### config.mk
export PLATFORM = sky130hd
export DESIGN_NAME = mmio_button_fifo
export DESIGN_NICKNAME = d
export VERILOG_FILES = /design/src/rtl/mmio_pkg.sv /design/src/rtl/button_debounce.sv /design/src/rtl/mmio_button_fifo.sv
export SDC_FILE = /design/constraint.sdc
export NUM_CORES = 1
export LEC_CHECK = 0
export CORE_ASPECT_RATIO = 0.7
export CORE_UTILIZATION = 55
export CTS_CLUSTER_SIZE = 12
export DETAILED_ROUTE_END_ITERATION = 10
export DONT_BUFFER_PORTS = 1
export PLACE_DENSITY_LB_ADDON = 0.3
export SKIP_CTS_REPAIR_TIMING = 1
export SLEW_MARGIN = 20
export SYNTH_ARGS = -nofsm -noshare
export SYNTH_HDL_FRONTEND = slang
export SYNTH_SLANG_ARGS = --single-unit
### constraint.sdc
create_clock -name clock -period 2.9 [get_ports clock]
set_input_delay 0.58 -clock clock [delete_from_list [all_inputs] [get_ports clock]]
set_output_delay 0.58 -clock clock [all_outputs]
set_load 0.01 [all_outputs]
### src/rtl/mmio_pkg.sv
// ============================================================================
// Module  : mmio_pkg
// Brief   : Shared MMIO button constants, event record and event word builder.
// Rev     : 1.0  initial release
// ============================================================================
`default_nettype none

package mmio_pkg;

  localparam logic [11:0] ADDR_BTN_DATA   = 12'd7;
  localparam logic [11:0] ADDR_BTN_STATUS = 12'd11;

  localparam int EVT_VALID_BIT   = 31;
  localparam int EVT_RELEASE_BIT = 8;
  localparam int EVT_INDEX_W     = 8;

  localparam int STAT_COUNT_W   = 8;
  localparam int STAT_FULL_BIT  = 8;
  localparam int STAT_OVF_BIT   = 9;

  typedef struct packed {
    logic                   rel;
    logic [EVT_INDEX_W-1:0] index;
  } btn_event_t;

  function automatic logic [31:0] event_word(input btn_event_t e);
    logic [31:0] w;
    w                   = '0;
    w[EVT_VALID_BIT]    = 1'b1;
    w[EVT_RELEASE_BIT]  = e.rel;
    w[EVT_INDEX_W-1:0]  = e.index;
    return w;
  endfunction

endpackage

`default_nettype wire

### src/rtl/button_debounce.sv
// ============================================================================
// Module  : button_debounce
// Brief   : 2-FF synchroniser plus stability counter; pulses change for one
//           cycle right before the accepted level flips.
// Rev     : 1.0  initial release
// ============================================================================
`default_nettype none

module button_debounce #(
  parameter int DEBOUNCE_CYCLES = 500000
) (
  input  logic clock,
  input  logic reset,
  input  logic raw,
  output logic stable,
  output logic change
);

  localparam int CNT_W = (DEBOUNCE_CYCLES > 1) ? $clog2(DEBOUNCE_CYCLES) : 1;
  localparam logic [CNT_W-1:0] CNT_LAST = CNT_W'(DEBOUNCE_CYCLES - 1);

  logic             r_sync1;
  logic             r_sync2;
  logic             r_stable;
  logic [CNT_W-1:0] r_cnt;
  logic             w_update;

  assign w_update = (r_sync2 != r_stable) && (r_cnt == CNT_LAST);

  always_ff @(posedge clock or negedge reset) begin
    if (!reset) begin
      r_sync1  <= 1'b0;
      r_sync2  <= 1'b0;
      r_stable <= 1'b0;
      r_cnt    <= '0;
    end else begin
      r_sync1 <= raw;
      r_sync2 <= r_sync1;
      if ((r_sync2 == r_stable) || w_update)
        r_cnt <= '0;
      else
        r_cnt <= r_cnt + 1'b1;
      if (w_update)
        r_stable <= r_sync2;
    end
  end

  // stable still holds the old level while change is high
  assign stable = r_stable;
  assign change = w_update;

endmodule

`default_nettype wire

### src/rtl/mmio_button_fifo.sv
// ============================================================================
// Module  : mmio_button_fifo
// Brief   : Debounced button channels queue press events into a FIFO that the
//           CPU pops via lw; status/flush register. Optional RELEASE_EVENTS_EN.
// Rev     : 1.0  initial release
// ============================================================================
`default_nettype none

module mmio_button_fifo
  import mmio_pkg::*;
#(
  parameter int          NUM_BUTTONS     = 4,
  parameter int          DEBOUNCE_CYCLES = 500000,
  parameter int          FIFO_DEPTH      = 8,
  parameter logic [11:0] ADDR_DATA       = ADDR_BTN_DATA,
  parameter logic [11:0] ADDR_STATUS     = ADDR_BTN_STATUS
) (
  input  logic                   clock,
  input  logic                   reset,
  input  logic [NUM_BUTTONS-1:0] buttons,
  input  logic [11:0]            mem_addr,
  input  logic                   mem_wren,
  input  logic [31:0]            mem_data_in,
  output logic                   mem_sel,
  output logic [31:0]            mem_data_out,
  output logic                   irq_pending
);

  localparam int PTR_W = $clog2(FIFO_DEPTH);
  localparam int CNT_W = PTR_W + 1;
  localparam logic [CNT_W-1:0] CNT_FULL = CNT_W'(FIFO_DEPTH);

  logic [NUM_BUTTONS-1:0] w_stable, w_change, w_press;
  logic [NUM_BUTTONS-1:0] r_pend_press, w_clr_press;
  logic [NUM_BUTTONS-1:0] r_pend_rel, w_clr_rel, w_release;

  generate
    for (genvar i = 0; i < NUM_BUTTONS; i++) begin : g_btn
      button_debounce #(.DEBOUNCE_CYCLES(DEBOUNCE_CYCLES)) u_debounce (
        .clock  (clock),
        .reset  (reset),
        .raw    (buttons[i]),
        .stable (w_stable[i]),
        .change (w_change[i])
      );
    end
  endgenerate

  assign w_press = w_change & ~w_stable;
`ifdef RELEASE_EVENTS_EN
  assign w_release = w_change & w_stable;
`else
  assign w_release = '0;
`endif

  logic             w_sel_valid;
  btn_event_t       w_sel;

  // Scan high to low so the lowest index wins; press overrides release.
  always_comb begin
    w_sel_valid = 1'b0;
    w_sel       = '0;
    w_clr_press = '0;
    w_clr_rel   = '0;
    for (int i = NUM_BUTTONS - 1; i >= 0; i--) begin
      if (r_pend_rel[i]) begin
        w_sel_valid  = 1'b1;
        w_sel.rel    = 1'b1;
        w_sel.index  = EVT_INDEX_W'(i);
        w_clr_press  = '0;
        w_clr_rel    = '0;
        w_clr_rel[i] = 1'b1;
      end
      if (r_pend_press[i]) begin
        w_sel_valid    = 1'b1;
        w_sel.rel      = 1'b0;
        w_sel.index    = EVT_INDEX_W'(i);
        w_clr_press    = '0;
        w_clr_rel      = '0;
        w_clr_press[i] = 1'b1;
      end
    end
  end

  btn_event_t       r_mem [FIFO_DEPTH];
  logic [PTR_W-1:0] r_wr_ptr, r_rd_ptr;
  logic [CNT_W-1:0] r_count;
  logic             r_overflow, r_prev_rd;
  logic [31:0]      r_rd_latch;

  logic w_full, w_empty, w_data_hit, w_stat_hit, w_data_rd, w_first_rd;
  logic w_pop, w_push, w_flush;
  logic [31:0] w_head, w_status;
  logic        w_unused;

  assign w_full     = (r_count == CNT_FULL);
  assign w_empty    = (r_count == '0);
  assign w_data_hit = (mem_addr == ADDR_DATA);
  assign w_stat_hit = (mem_addr == ADDR_STATUS);
  assign w_data_rd  = w_data_hit && !mem_wren;
  assign w_first_rd = w_data_rd && !r_prev_rd;
  assign w_pop      = w_first_rd && !w_empty;
  assign w_push     = w_sel_valid && (!w_full || w_pop);
  assign w_flush    = w_stat_hit && mem_wren && mem_data_in[0];
  assign w_head     = event_word(r_mem[r_rd_ptr]);
  assign w_unused   = ^mem_data_in[31:1];

  always_ff @(posedge clock or negedge reset) begin
    if (!reset) begin
      r_wr_ptr     <= '0;
      r_rd_ptr     <= '0;
      r_count      <= '0;
      r_overflow   <= 1'b0;
      r_prev_rd    <= 1'b0;
      r_rd_latch   <= '0;
      r_pend_press <= '0;
      r_pend_rel   <= '0;
    end else begin
      r_prev_rd <= w_data_rd;
      if (w_first_rd)
        r_rd_latch <= w_empty ? 32'h0 : w_head;
      if (w_flush) begin
        r_wr_ptr     <= '0;
        r_rd_ptr     <= '0;
        r_count      <= '0;
        r_overflow   <= 1'b0;
        r_pend_press <= '0;
        r_pend_rel   <= '0;
      end else begin
        if (w_push)
          r_wr_ptr <= r_wr_ptr + 1'b1;
        if (w_pop)
          r_rd_ptr <= r_rd_ptr + 1'b1;
        if (w_push && !w_pop)
          r_count <= r_count + 1'b1;
        else if (w_pop && !w_push)
          r_count <= r_count - 1'b1;
        if (w_sel_valid && !w_push)
          r_overflow <= 1'b1;
        r_pend_press <= (r_pend_press & ~w_clr_press) | w_press;
        r_pend_rel   <= (r_pend_rel & ~w_clr_rel) | w_release;
      end
    end
  end

  always_ff @(posedge clock) begin
    if (w_push && !w_flush)
      r_mem[r_wr_ptr] <= w_sel;
  end

  always_comb begin
    w_status                     = '0;
    w_status[STAT_COUNT_W-1:0]   = STAT_COUNT_W'(r_count);
    w_status[STAT_FULL_BIT]      = w_full;
    w_status[STAT_OVF_BIT]       = r_overflow;
  end

  // After the first cycle of a read the popped word is held from the latch.
  always_comb begin
    mem_data_out = '0;
    if (w_data_hit)
      mem_data_out = r_prev_rd ? r_rd_latch : (w_empty ? 32'h0 : w_head);
    else if (w_stat_hit)
      mem_data_out = w_status;
  end

  assign mem_sel     = w_data_hit || w_stat_hit;
  assign irq_pending = !w_empty;

endmodule

`default_nettype wire

==> results of run 1 <==
[cell type report]
type | count | area (um2) | area share, %
Sequential cell | 136 | 3520 | 47.1
Multi-Input combinational cell | 483 | 3010 | 40.2
Clock buffer | 19 | 454 | 6.07
Tap cell | 157 | 196 | 2.62
Clock inverter | 13 | 174 | 2.32
Inverter | 19 | 71.3 | 0.953
Timing Repair Buffer | 7 | 52.6 | 0.702
[power groups by stage]
stage          registers, mW  logic [mW]  clock network (mW)
3_3_place_gp            2.01      0.0712                   0
2_1_floorplan           2.01      0.0933                   0
5_1_grt                 1.98      0.0892                2.40
3_5_place_dp            2.02      0.0734                   0
4_1_cts                 1.98      0.0753                2.31
6_report                1.98      0.0758                2.28
[worst max-delay path by stage]
stage / from / endpoint / slack, ns / cells past startpoint
3_3_place_gp: mem_addr[3] / r_count[2] / 0.27 / 10
6_report: r_count[0] / mem_data_out[0] / 0.18 / 6
4_1_cts: r_rd_ptr[0] / mem_data_out[8] / 0.06 / 5
5_1_grt: r_count[0] / mem_data_out[0] / 0.06 / 6
2_1_floorplan: mem_addr[5] / r_count[2] / 0.18 / 11
3_5_place_dp: mem_addr[3] / r_mem[1][0] / 0.16 / 6
[cells in the final DEF, fill, tap and decap left out, drive strengths merged, types with 4 or more instances in the layout]
cell,netlist,final
mux2,6,6
clkbuf,6,19
clkinv,0,4
conb,1,25
nor2,118,118
nand3,39,39
or2,4,4
nor4b,5,5
o21ai,11,11
and3,8,8
nand2,50,50
inv,19,20
ha,8,8
xnor2,42,42
and4,6,6
dfrtp,112,112
bufinv,0,4
a21oi,12,12
nor4,12,12
clkinvlp,0,4
nor3,23,23
buf,39,7
edfxtp,24,24
nand4,16,16
xor2,35,35
and2,11,11
or3,6,6
mux4,6,6
[logic make-up (layout without fill, tap and decap cells)]
| family | Yosys count | count (layout) |
|---|---|---|
| flip-flops | 136 | 136 |
| adder cells (fa/ha/maj) | 9 | 9 |
| AND/OR/NAND/NOR | 312 | 312 |
| buffers and inverters | 64 | 58 |
| other | 1 | 25 |
| AO/OA/AOI/OAI | 46 | 46 |
| XOR/XNOR | 77 | 77 |
| multiplexers | 14 | 14 |
[synthesized netlist by cell type (all sizes together), types with 4 or more instances]
library cell	number	area share [%]
nor2	118	6.6
dfrtp	112	41
nand2	50	2.8
xnor2	42	5.4
buf	39	3.9
nand3	39	2.9
xor2	35	4.5
edfxtp	24	11
nor3	23	1.8
inv	19	1.0
nand4	16	1.5
a21oi	12	0.88
nor4	12	2.0
and2	11	1.0
o21ai	11	0.81
and3	8	0.74
ha	8	1.5
and4	6	0.77
clkbuf	6	0.33
mux2	6	0.99
mux4	6	2.0
or3	6	0.55
nor4b	5	0.74
or2	4	0.37
[per-stage QoR]
| stage | setup WS [ns] | area (um2) | hold slack (ns) | total power [mW] |
|---|---|---|---|---|
| 6_report | 0.184 | 7480 | -0.141 | 4.33 |
| 5_1_grt | 0.0639 | 7480 | -0.163 | 4.47 |
| 4_1_cts | 0.0614 | 7470 | -0.157 | 4.36 |
| 3_5_place_dp | 0.161 | 6850 | 0.288 | 2.09 |
| 3_3_place_gp | 0.266 | 6850 | 0.288 | 2.09 |
| 2_1_floorplan | 0.176 | 6890 | 0.284 | 2.10 |
[flip-flops by register name, summed over array words and instances (netlist names)]
signal	cells
g_btn.u_debounce.r_cnt	76
g_btn.u_debounce.r_sync1	4
g_btn.u_debounce.r_sync2	4
g_btn.u_debounce.stable	4
r_count	4
r_mem	24
r_overflow	1
r_pend_press	4
r_pend_rel	4
r_prev_rd	1
r_rd_latch	4
r_rd_ptr	3
r_wr_ptr	3
[per-layer routing]
| layer | routed length (um) | vias up | track usage [%] |
|---|---|---|---|
| li1 | - | 2239 | - |
| met1 | 6110 | 2294 | 31.4 |
| met2 | 6030 | 100 | 34.1 |
| met3 | 598 | 14 | 5.42 |
| met4 | 124 | 0 | 8.15 |
| met5 | 0 | - | 0 |
[critical path, cell delays in order (launching register included)]
cell and delay [ns]:
sky130_fd_sc_hd__dfrtp_1 0.38, sky130_fd_sc_hd__buf_4 0.16, sky130_fd_sc_hd__or3_1 0.47, sky130_fd_sc_hd__nor2_2 0.24, sky130_fd_sc_hd__inv_2 0.16, sky130_fd_sc_hd__nand2_1 0.11
sky130_fd_sc_hd__o221ai_1 0.19
==> impl_summary.md, run 1 <==
Run status
The flow ran to the end, but the final reports show violations. The checks that failed: hold timing.

Clock tree
The CTS H-tree depth is 4. The number of buffers created by CTS is 17. The number of clock sinks is 136.

The clock insertion delay at the later pin of the skew report is 0.42 ns. TritonCTS built the clock tree. The deepest clock path buffer count is 2. After clock tree synthesis, the clock-pin slew on the worst setup and hold paths is 0.06 ns.

CTS placed an instance of sky130_fd_sc_hd__clkbuf_16 at the clock tree root.

Timing
Summed over all failing endpoints, the final setup total negative slack is 0 ns. In the finished design, the share of the clock period the worst path needs comes to 93.7%. Setup violations remaining at the end of the flow were counted as 0. The clock skew after layout is 0.0116 ns.

The hold violation count in the final report came to 112. Setup repair after global routing left no endpoint under its margin. Headroom to the max-slew limit came out at 27.2%. The max-slew violation total from the final report is 0. Derived from the worst setup path, the maximum achievable clock frequency is 368 MHz.

Across all hold checks on the routed design, the worst slack comes to -0.141 ns. The actual transition at the worst max-transition pin is 1.08 ns. The clock period minus final worst setup slack is 2.72 ns.

Routing
Dividing the detail-routed via count by the number of cells gives 5.57. The detailed-routing iteration count for the pre-antenna-repair pass is 5. The residual antenna-violating net count after detailed routing is 0.

After detailed routing, the total wire length is 12900 um. The routed layout has 4647 vias. After detailed routing, the average wire length per cell comes to 15.4 um. The first-iteration detailed-routing DRC count is 288. After detailed routing, the number of remaining DRC violations is 0.

GRT
The wire length of the first global-routing pass is 22100 um. The total overflow left after global routing is 0. The via count of the first global-routing pass was 4516. The initial antenna violation count is 0.

Entering global routing, the biggest net connects 113 pins. Global routing used 22.4% of the available tracks across all layers.

Placement
The weighted congestion at the end of routability-driven global placement is 0.861. The number of placed instances with taps included is 802. The detailed placer's ending HPWL is 8550 um. The count of buffers added on input and output ports is 0.

Worst setup path
The nature of the critical path endpoint is an output pin. Setup slack on the worst reg-to-reg path comes out at 0.25 ns. For the worst setup path, the data required time is 2.32 ns. The type of the setup path with the least slack is flip-flop to output pin. For the worst flop-to-flop path, the logic depth is 6.

The endpoint identified for the worst register-to-register timing path is r_mem[0][8]. The startpoint identified for the worst register-to-register timing path is r_prev_rd. The data arrival time of the critical path is 2.14 ns. The top fanout value on the critical path is 8.

The sort of element at the start of the critical path is a flip-flop.

Power and ir drop
Per report_power, the combinational group accounts for 1.7% of the total. Across the VDD grid, the largest voltage drop is 0.000476 V. The analysis attributes to cell leakage a power of 3.09 nW. Power spread over the standard cell area amounts to 579 nW/um2. Net switching is 20.1% of the power. The switching power is 870 uW. The clock network accounts for 52.5% of the total power. Sequential cells burn 45.7% of the power. The internal power of the cells totals 3.46 mW.

Finish
Compared with the post-synthesis result, the final layout area differs by 10.1%. The share of cells above drive strength 1 is 9.75%. The final core area utilization is 62.9%.

0 antenna diodes ended up in the layout. Counting the fill cells in the layout gives 939. In the final design database the tool counted 724 nets. The number of standard cells in the layout, taps in and fillers out is 834.

Synth
The area of the mapped netlist is 6800 um2. The count of synthesis-stage warnings from yosys is 0. Counting flops with a built-in enable in the synthesized netlist gives 24. The number of distinct library cells after synthesis is 65. The sequential cell area fraction in the yosys report is 51.8%.

After Yosys synthesis, full adders, half adders and majority gates account for 1.77% of the synthesized area. Measured against the total synthesized area, the mux share comes to 3.28%. Each instance of the synthesized netlist takes up on average 10.3 um2. The simple-gate portion of the synthesized area is 23.3%. The most used flip-flop cell after synthesis is sky130_fd_sc_hd__dfrtp_1.

The main combinational cell family by area after synthesis is simple AND/OR/NAND/NOR gates. The cell count after synthesis came out at 659. The xor and xnor area share after synthesis is 9.92%. The synthesized netlist devotes 4.51% of its cell area to compound gates.

The async set or reset register ratio after synthesis is 82.4%. Counting flops and latches in the post-synthesis netlist gives 136.

Floorplanning
85 I/O pins were placed. The initial utilization of the core area, before any placement, comes to 57.2%. From bottom edge to top edge, the die measures 95.0 um.

The total number of placement rows is 33. Measured along the x axis, the die boundary spans 135 um. The floorplan step defined a die boundary enclosing 12800 um2. The total area inside the core boundary comes to 11900 um2.

Worst hold path
The path class of the tightest hold or removal check is input port to asynchronous set/reset pin.

Run
The count of maximum capacitance violations is 0.
No activity file was read; power rests on OpenSTA's default activity.
==> inputs of run 2 (changes only) <==
--- a/config.mk
+++ b/config.mk
@@ -6,6 +6,7 @@
 export NUM_CORES = 1
 export LEC_CHECK = 0
 export CORE_ASPECT_RATIO = 0.7
+export CORE_MARGIN = 2
 export CORE_UTILIZATION = 55
 export CTS_CLUSTER_SIZE = 12
 export DETAILED_ROUTE_END_ITERATION = 10
==> impl_summary.md, run 2 (synthesis results as in run 1) <==
Floorplanning
The die area is 13300 um2 (+3.6%). The initial core utilization is 57.2% (unchanged). The core footprint is 11900 um2 (unchanged). The die span in y was 97.0 um (+2.1%). The total number of placement rows is 33 (unchanged).

The I/O pin count is 85 (unchanged). The die width was 137 um (+1.5%).

Clock tree
The clock insertion delay at the later pin of the skew report is 0.42 ns (about the same). The deepest clock path buffer count is 2 (unchanged). The number of clock sinks is 136 (unchanged). The clock tree from TritonCTS is yes. The tree is rooted in a sky130_fd_sc_hd__clkbuf_16.

The clock edge transition at the registers on the reported setup and hold paths was 0.06 ns (about the same). The number of buffers created by CTS came to 17 (unchanged). The CTS H-tree depth is 4 (unchanged).

Worst setup path
The cell with the largest stage delay on the worst path is sky130_fd_sc_hd__or3_1. Grouping stages by cell kind, the critical path spends the most delay in simple AND/OR/NAND/NOR gates. The required time at the endpoint of the critical path is 2.32 ns (about the same).

The combined buffer and inverter count along the critical path is 2 (unchanged). The largest stage delay on the critical path was 0.47 ns (about the same). Walking the worst path, the cells encountered are buf_4 -> or3_1 -> nor2_2 -> inv_2 -> nand2_1 -> o221ai_1. STA classifies the critical path endpoint as an output pin. By startpoint and endpoint, the worst setup path is classified as flip-flop to output pin. The top fanout value on the critical path was 8 (unchanged). The sort of element at the start of the critical path is a flip-flop. The data arrival time of the critical path came to 2.15 ns (about the same).

Finish
The register with the most flip-flops in the final layout is g_btn.u_debounce.r_cnt. The number of standard cells in the layout, taps in and fillers out is 834 (unchanged). The number of diodes added for antenna fixing is 0 (unchanged).

The share of cells above drive strength 1 is 10.2% (+0.44 points). In the layout the commonest cells are sky130_fd_sc_hd__nor2_1 (117), sky130_fd_sc_hd__dfrtp_1 (111), sky130_fd_sc_hd__nand2_1 (49), sky130_fd_sc_hd__xnor2_1 (42), sky130_fd_sc_hd__nand3_1 (38). The library cell used most frequently in the layout, excluding fill and tap cells, is sky130_fd_sc_hd__nor2_1. From synthesis to final layout, the design area changed by 9.50%. In the final layout, the registers with the most flip-flops are g_btn.u_debounce.r_cnt (76), r_mem (24). The flip-flop count of the largest register after layout is 76 (unchanged). The net count reported at finish is 724 (unchanged).

Run status
The final reports fail on hold timing. The flow ran to the end, but the final reports show violations.

Run
The count of maximum capacitance violations was 0 (unchanged).

Timing
The final period utilization is 94.1% (+0.48 points). The tightest hold margin is -0.142 ns (-0.000755 ns). The max-slew violation total from the final report is 0 (unchanged). The number of setup violations in the final report came to 0 (unchanged). The clock period minus final worst setup slack was 2.73 ns (+0.0138 ns). Setup repair after global routing left no endpoint under its margin.

The total negative setup slack was 0 ns (unchanged). The clock skew after layout is 0.0111 ns (-0.000523 ns). The hold violation count in the final report is 112 (unchanged). The relative slew slack is 33.0% (+5.8 points). The maximum achievable frequency is 366 MHz (-0.50%).

The actual transition at the worst max-transition pin is 0.997 ns (-0.0863 ns).

GRT
The wire length of the first global-routing pass is 22200 um (+0.44%). The via count of the first global-routing pass is 4622 (+2.3%). The pin count of the biggest net entering global routing is 113 (unchanged). The total overflow reported by the global router was 0 (unchanged). The global-route usage over all layers is 21.3% (-1.1 points). The initial antenna violation count is 0 (unchanged).

Routing
The residual antenna-violating net count after detailed routing is 0 (unchanged). The final routed DRC violation total is 0 (unchanged). The mean routed wirelength per cell is 15.4 um (-0.30%).

The number of vias per cell is 5.53 (-0.71%). The number of vias in the routed layout came to 4614 (-0.71%). The detailed-routing iteration count for the pre-antenna-repair pass is 7 (+2). The first-iteration detailed-routing DRC count is 313 (+8.7%). The aggregate routed wire length came to 12800 um (-0.30%).

Power and ir drop
The largest voltage drop on the vdd net came to 0.000483 V (+1.6%). The power density relative to cell area came to 567 nW/um2 (-2.0%). The leakage power figure is 3.08 nW (-0.16%). The total power draw was 4.22 mW (-2.5%).

Placement
The weighted congestion at the end of routability-driven global placement is 0.885 (+2.8%). The total of buffers placed on input and output ports is 0 (unchanged). The detailed placer's ending HPWL is 8720 um (+2.0%). The number of placed instances with taps included is 802 (unchanged).

Worst hold path
The class of the tightest hold or removal check is input port to asynchronous set/reset pin.
-- run 2: cell count changes in the layout (fill, tap and decap cells not counted), sizes merged --
cell	previous run	this run
clkinv	4	5
clkinvlp	4	1
inv	20	24
bufinv	4	2
-- run 2: cell type report --
cell class / count / area [um2]
inverter: 19 / 71.3
clock buffer: 19 / 453
timing repair buffer: 7 / 52.6
tap: 157 / 196
sequential: 136 / 3520
clock inverter: 13 / 143
multi-input combinational: 483 / 3000
fill: 953 / 4450
-- run 2: worst reg2reg max path, delay by kind of cell (launching register included) --
kind                   cells  cell delay (ns)
and+or+nand+nor            4             1.24
DFF                        1             0.47
AOI/OAI and AO/OA          1             0.32
buffers and inverters      1             0.22
-- run 2: worst paths after layout --
check / from / endpoint / slack, ns / depth (start not counted)
setup / recovery: r_count[0] / mem_data_out[0] / 0.17 / 6
hold / removal: reset / g_btn[0].u_debounce.r_cnt[10] / -0.14 / 0
setup reg to reg: r_prev_rd / r_mem[1][8] / 0.29 / 6
hold reg to reg: g_btn[3].u_debounce.r_sync1 / g_btn[3].u_debounce.r_sync2 / 0.35 / 0
max in group asynchronous: reset / r_rd_ptr[0] / 2.90 / 0
min in group clock: buttons[0] / g_btn[0].u_debounce.r_sync1 / 0.18 / 0
-- run 2: report_power, final --
group          switching, mW  leakage (nW)  internal (mW)
clock network          0.849         0.295           1.32
logic                 0.0506          1.05         0.0240
registers             0.0208          1.74           1.96
-- run 2: routing by layer --
metal	GRT usage (%)	part of all wire, %	wire length (um)
met5	0	0	0
met3	5.82	4.2	544
met2	33.0	48	6130
met4	6.98	1.3	164
met1	29.1	47	5980
-- run 2: metrics by stage --
| stage | setup slack (ns) | utilization (%) | hold slack, ns | instance area [um2] |
|---|---|---|---|---|
| after global routing | 0.0571 | 62.6 | -0.169 | 7440 |
| after global placement | 0.256 | 57.6 | 0.288 | 6850 |
| after CTS | 0.0983 | 62.6 | -0.165 | 7440 |
| after detailed placement | 0.214 | 57.6 | 0.288 | 6850 |
| final | 0.170 | 62.6 | -0.142 | 7440 |
| after floorplan | 0.176 | - | 0.284 | 6890 |
==> inputs of run 3 (changes only) <==
--- a/config.mk
+++ b/config.mk
@@ -5,6 +5,7 @@
 export SDC_FILE = /design/constraint.sdc
 export NUM_CORES = 1
 export LEC_CHECK = 0
+export CAP_MARGIN = 20
 export CORE_ASPECT_RATIO = 0.7
 export CORE_MARGIN = 2
 export CORE_UTILIZATION = 55
@@ -13,6 +14,7 @@
 export DONT_BUFFER_PORTS = 1
 export PLACE_DENSITY_LB_ADDON = 0.3
 export SKIP_CTS_REPAIR_TIMING = 1
+export SKIP_LAST_GASP = 1
 export SLEW_MARGIN = 20
 export SYNTH_ARGS = -nofsm -noshare
 export SYNTH_HDL_FRONTEND = slang
==> results of run 3 <==
Same layout as run 2: the final DEF is identical, and so are final timing and power.
